$ cat src/rtl/microwave_controller.sv
// Microwave oven controller: BCD mm:ss keypad entry, 1 Hz countdown, pause/resume
// with door interlock, and a timed end-of-cook beep. All outputs are registered.
module microwave_controller #(
  parameter int BEEP_TICKS = 3
) (
  input  logic       clk,
  input  logic       clear,
  input  logic       tick_1hz,
  input  logic       key_valid,
  input  logic [3:0] key_digit,
  input  logic       start,
  input  logic       stop,
  input  logic       door_closed,
  output logic       mag_on,
  output logic       light_on,
  output logic       done_beep,
  output logic [3:0] min_t,
  output logic [3:0] min_o,
  output logic [3:0] sec_t,
  output logic [3:0] sec_o,
  output logic [2:0] state
);

  typedef enum logic [2:0] {
    IDLE  = 3'd0,
    SET   = 3'd1,
    COOK  = 3'd2,
    PAUSE = 3'd3,
    DONE  = 3'd4
  } state_t;

  localparam int CW = (BEEP_TICKS < 1) ? 1 : $clog2(BEEP_TICKS + 1);

  state_t        state_reg, state_next;
  logic [3:0]    min_t_reg, min_t_next, min_o_reg, min_o_next;
  logic [3:0]    sec_t_reg, sec_t_next, sec_o_reg, sec_o_next;
  logic [CW-1:0] beep_cnt_reg, beep_cnt_next;
  logic          mag_on_reg, mag_on_next;
  logic          light_on_reg, light_on_next;
  logic          done_beep_reg, done_beep_next;

  // Prioritised events: at most one is active per cycle.
  logic ev_stop, ev_door, ev_tick, ev_start, ev_key;
  always_comb begin
    ev_stop  = stop;
    ev_door  = !stop && !door_closed;
    ev_tick  = !stop && door_closed && tick_1hz;
    ev_start = !stop && door_closed && !tick_1hz && start;
    ev_key   = !stop && door_closed && !tick_1hz && !start && key_valid && (key_digit <= 4'd9);
  end

  // One-second BCD decrement with borrow chain.
  logic [3:0] dec_min_t, dec_min_o, dec_sec_t, dec_sec_o;
  logic       time_zero, dec_zero;
  always_comb begin
    dec_min_t = min_t_reg;
    dec_min_o = min_o_reg;
    dec_sec_t = sec_t_reg;
    dec_sec_o = sec_o_reg - 4'd1;
    if (sec_o_reg == 4'd0) begin
      dec_sec_o = 4'd9;
      dec_sec_t = sec_t_reg - 4'd1;
      if (sec_t_reg == 4'd0) begin
        dec_sec_t = 4'd5;
        dec_min_o = min_o_reg - 4'd1;
        if (min_o_reg == 4'd0) begin
          dec_min_o = 4'd9;
          dec_min_t = min_t_reg - 4'd1;
        end
      end
    end
    time_zero = ({min_t_reg, min_o_reg, sec_t_reg, sec_o_reg} == 16'h0000);
    dec_zero  = ({dec_min_t, dec_min_o, dec_sec_t, dec_sec_o} == 16'h0000);
  end

  always_comb begin
    state_next    = state_reg;
    min_t_next    = min_t_reg;
    min_o_next    = min_o_reg;
    sec_t_next    = sec_t_reg;
    sec_o_next    = sec_o_reg;
    beep_cnt_next = '0;

    case (state_reg)
      IDLE: begin
        {min_t_next, min_o_next, sec_t_next, sec_o_next} = 16'h0000;
        if (ev_key) begin
          sec_o_next = key_digit;
          state_next = SET;
        end
      end
      SET: begin
        if (ev_stop) begin
          {min_t_next, min_o_next, sec_t_next, sec_o_next} = 16'h0000;
          state_next = IDLE;
        end else if (ev_start) begin
          if (!time_zero && (sec_t_reg <= 4'd5)) state_next = COOK;
        end else if (ev_key) begin
          min_t_next = min_o_reg;
          min_o_next = sec_t_reg;
          sec_t_next = sec_o_reg;
          sec_o_next = key_digit;
        end
      end
      COOK: begin
        if (ev_stop || ev_door) begin
          state_next = PAUSE;
        end else if (ev_tick) begin
          if (time_zero) begin
            state_next = DONE;
          end else begin
            {min_t_next, min_o_next, sec_t_next, sec_o_next} =
              {dec_min_t, dec_min_o, dec_sec_t, dec_sec_o};
            if (dec_zero) state_next = DONE;
          end
        end
      end
      PAUSE: begin
        if (ev_stop) begin
          {min_t_next, min_o_next, sec_t_next, sec_o_next} = 16'h0000;
          state_next = IDLE;
        end else if (ev_start) begin
          state_next = COOK;
        end
      end
      DONE: begin
        {min_t_next, min_o_next, sec_t_next, sec_o_next} = 16'h0000;
        beep_cnt_next = beep_cnt_reg;
        if (ev_stop) begin
          beep_cnt_next = '0;
          state_next    = IDLE;
        end else if (ev_tick) begin
          if (beep_cnt_reg >= CW'(BEEP_TICKS - 1)) begin
            beep_cnt_next = '0;
            state_next    = IDLE;
          end else begin
            beep_cnt_next = beep_cnt_reg + 1'b1;
          end
        end
      end
      default: begin
        {min_t_next, min_o_next, sec_t_next, sec_o_next} = 16'h0000;
        state_next = IDLE;
      end
    endcase

    // Outputs are registered from the next state so they line up with it.
    mag_on_next    = (state_next == COOK);
    done_beep_next = (state_next == DONE);
    light_on_next  = (state_next == COOK || state_next == PAUSE) ? 1'b1 : !door_closed;
  end

  always_ff @(posedge clk) begin
    if (clear) begin
      state_reg     <= IDLE;
      min_t_reg     <= '0;
      min_o_reg     <= '0;
      sec_t_reg     <= '0;
      sec_o_reg     <= '0;
      beep_cnt_reg  <= '0;
      mag_on_reg    <= 1'b0;
      light_on_reg  <= 1'b0;
      done_beep_reg <= 1'b0;
    end else begin
      state_reg     <= state_next;
      min_t_reg     <= min_t_next;
      min_o_reg     <= min_o_next;
      sec_t_reg     <= sec_t_next;
      sec_o_reg     <= sec_o_next;
      beep_cnt_reg  <= beep_cnt_next;
      mag_on_reg    <= mag_on_next;
      light_on_reg  <= light_on_next;
      done_beep_reg <= done_beep_next;
    end
  end

  assign state     = state_reg;
  assign min_t     = min_t_reg;
  assign min_o     = min_o_reg;
  assign sec_t     = sec_t_reg;
  assign sec_o     = sec_o_reg;
  assign mag_on    = mag_on_reg;
  assign light_on  = light_on_reg;
  assign done_beep = done_beep_reg;

endmodule

$ cat config.mk
export PLATFORM = sky130hd
export DESIGN_NAME = microwave_controller
export DESIGN_NICKNAME = d
export VERILOG_FILES = /design/src/rtl/microwave_controller.sv
export SDC_FILE = /design/constraint.sdc
export NUM_CORES = 1
export LEC_CHECK = 0
export ABC_AREA = 1
export CAP_MARGIN = 40
export CORE_MARGIN = 1
export CORE_UTILIZATION = 32
export DETAILED_ROUTE_END_ITERATION = 16
export PLACE_DENSITY = 0.5
export SETUP_SLACK_MARGIN = 0.02
export SKIP_LAST_GASP = 1
export SLEW_MARGIN = 10
export SYNTH_ARGS = -nofsm -noshare
export SYNTH_HDL_FRONTEND = slang
export SYNTH_SLANG_ARGS = --single-unit
$ cat constraint.sdc
create_clock -name clk -period 2.6 [get_ports clk]
set_clock_uncertainty 0.2 [all_clocks]
set_input_delay 0.52 -clock clk [delete_from_list [all_inputs] [get_ports clk]]
set_output_delay 0.52 -clock clk [all_outputs]
set_load 0.02 [all_outputs]
==> summary.txt <==
Run status
  – Status: finished clean

Routing
  – Vias: about 1700
  – First-pass iteration count of the detailed router: 4
  – WL/cell: roughly 14 µm
  – Routed wire length: around 4.6 mm
  – Via-to-Cell Ratio: 4.98
  – DRC viols: 0
  – Routed Antenna Nets: 0
  – Initial DRC Count: between 100 and 150

Clock tree
  – # clock sinks: 24
  – Maximum root-to-sink buffer count: 2
  – Post-CTS resize count: 0
  – Setup bufs post-CTS: 0
  – CTS buffer count: 3
  – Clock transition at path regs: 0.09 ns
  – Worst-Skew Late Latency: 0.27 ns
  – CTS tree: done
  – H-tree lvl count: 1
  – Root buffer cell: clkbuf_8
  – Hold buffers post-CTS: 0

Timing
  – Fin Hold WS: 0.283 ns
  – Setup TNS: 0 ns
  – Final setup fails: 0
  – Worst-Margin Slew: 0.412 ns
  – Final min period: between 2 and 2.5 ns
  – Fin. Hold Viols: 0
  – Final worst path period share: 86.5%
  – Max_slew headroom: between 70% and 80%
  – Setup WS post-layout: 0.351 ns
  – Fmax: 445 MHz
  – Fin. max-slew vios: 0
  – RSZ-0062 raised after global routing: false

Setup path
  – Worst path cell trace: clkdlybuf4s50_1, inv_1, nor2_1, nand3_1, nor3_1, nor2_1, inv_1, nand3_4, buf_4, o21ai_0, a21oi_1
  – Largest delay share family, worst path: buffers and inverters
  – Critical path endpoint category: flop
  – Crit Path Max Fanout: 13
  – Cell count along the critical path: 11
  – Buf/Inv on CP: 4
  – Req. time, crit path: 2.56 ns
  – Reg2reg setup slack: 0.49 ns
  – R2r worst-path depth: 14
  – R2R Path End: light_on$_SDFF_PP0_
  – CP startpoint: door_closed
  – Crit path kind: input port to flop
  – FF-to-FF Start: sec_o[0]$_SDFFE_PP0P_
  – Slowest stage cell, crit path: clkdlybuf4s50_1
  – Startpoint Class: input port
  – CP endpoint: min_o[0]$_SDFFE_PP0P_
  – Critical Path AT: about 2.2 ns
  – CP peak stage delay: 0.45 ns

Die
  – Number of I/O pins: 33
  – Row count: 25
  – Die area: between 0.005 and 0.006 mm²
  – Area of the core: 0.00475 mm²
  – Die height: 72.5 µm
  – Initial Util: between 30% and 40%
  – Die X: slightly above 70 µm

Finish
  – Most common cell after layout, fill and taps aside: inv_1
  – Fin cells: approximately 340
  – Register area: ~480 µm²
  – Layout Nets: between 200 and 300
  – Fillers: 515
  – Area occupied by multi-input gates: 936 µm²
  – Layout area overhead: 30.4%
  – ANT cells: 0
  – Most frequent cells in the layout: inv_1, nand2_1, clkdlybuf4s50_1, dfxtp_1, nor2_1
  – Layout cells sized above 1: between 10% and 20%

Placed design
  – Final HPWL from detailed placement: 3.59 mm
  – Setup WS pre-CTS: 0.0298 ns
  – I/O Buffers: 32
  – GPL Wtd Cong: 0.886
  – Dpl cells: 333

Hold path
  – Worst Hold Class: flop to flop
  – Min-delay src: beep_cnt_reg[0]$_SDFFE_PP0P_

Synth
  – Number of enable flip-flop cells after synthesis: 0
  – Synth Net Count: 245
  – Post-synth top area share: 30.2%
  – Top_reg_cell synth: dfxtp_1
  – Ys async rst share: 0%
  – Post-Syn Instances: 232
  – Top post-synthesis cells by area: dfxtp_1, inv_1, nand2_1
  – Cell area after synthesis: 0.00159 mm²
  – Total number of yosys warnings: 0
  – Synth area leader: dfxtp_1
  – Synthesized flop and latch total: 24
  – Synth unique cells: 33
  – Sequential fraction of the synthesis area: 30.2%
  – Syn avg cell area: 6.85 µm²

Global routing
  – Largest net degree at the start of global routing: 14
  – Overflow after GRT: 0
  – Global-route wire length before repair: 7.44 mm
  – Vias in the first global route: roughly 1500
  – GRT Total Usage: a little under a fifth
  – Initial antenna violation count: 0

Job
  – Max-Cap Viols: 0

Power and ir drop
  – Pwr Total: 714 µW
  – Power Density: between 300 and 400 mW/mm²
  – Leak: around 0.00085 µW
  – Max IR drop VDD: 213 µV
==> metrics by stage <==
step / utilization, % / area [µm²]
final: 43.6 / 2070
after CTS: 43.6 / 2070
after global placement: 42.5 / 2020
after floorplan: - / 1590
after detailed placement: 42.5 / 2020
after global routing: 43.6 / 2070
==> metal layers <==
metal  share of wire (%)  global-route usage [%]
met1                  47                    24.7
met3                 7.3                    4.31
met2                  45                    30.1
met4                0.57                    3.49
met5                   0                       0
==> cells by family (layout without fill, tap and decap cells) <==
kind of cell,after synthesis,in the layout,synth area share [%]
buffers and inverters,44,82,10.9
adders and majority gates,2,2,1.57
and+or+nand+nor,104,104,34.7
AOI/OAI and AO/OA,58,58,22.6
DFF,24,24,30.2
==> power breakdown <==
part	internal (µW)	switching, µW
combinational	33.3	43.3
sequential	369	2.32
clock	135	130
total	538	176
==> final cells by class <==
type                    count  share of cell area [%]
flip-flops and latches     24                    23.2
clock buffers               4                    2.65
repair buffers             39                    18.0
inverters                  39                    7.06
well taps                  67                    4.04
multi-input cells         164                    45.1
==> Yosys cell counts (4+ instances only) <==
master     n
nand2_1   32
o21ai_0   15
nand3_1   20
nor3_1     4
nand4_1    6
dfxtp_1   24
inv_1     38
a21oi_1   20
a211oi_1   6
nor2_2     4
nor2_4     4
o22ai_1    6
nor2_1    23
==> how the worst min path moves through the flow <==
stage                                   endpoint  slack (ns)  cells past startpoint
floorplan           beep_cnt_reg[0]$_SDFFE_PP0P_        0.25                      1
global placement    beep_cnt_reg[0]$_SDFFE_PP0P_        0.27                      1
detailed placement  beep_cnt_reg[0]$_SDFFE_PP0P_        0.27                      1
CTS                 beep_cnt_reg[0]$_SDFFE_PP0P_        0.29                      1
global route        beep_cnt_reg[0]$_SDFFE_PP0P_        0.31                      1
finish              beep_cnt_reg[0]$_SDFFE_PP0P_        0.28                      1
Power figures use the tool's default switching activity.
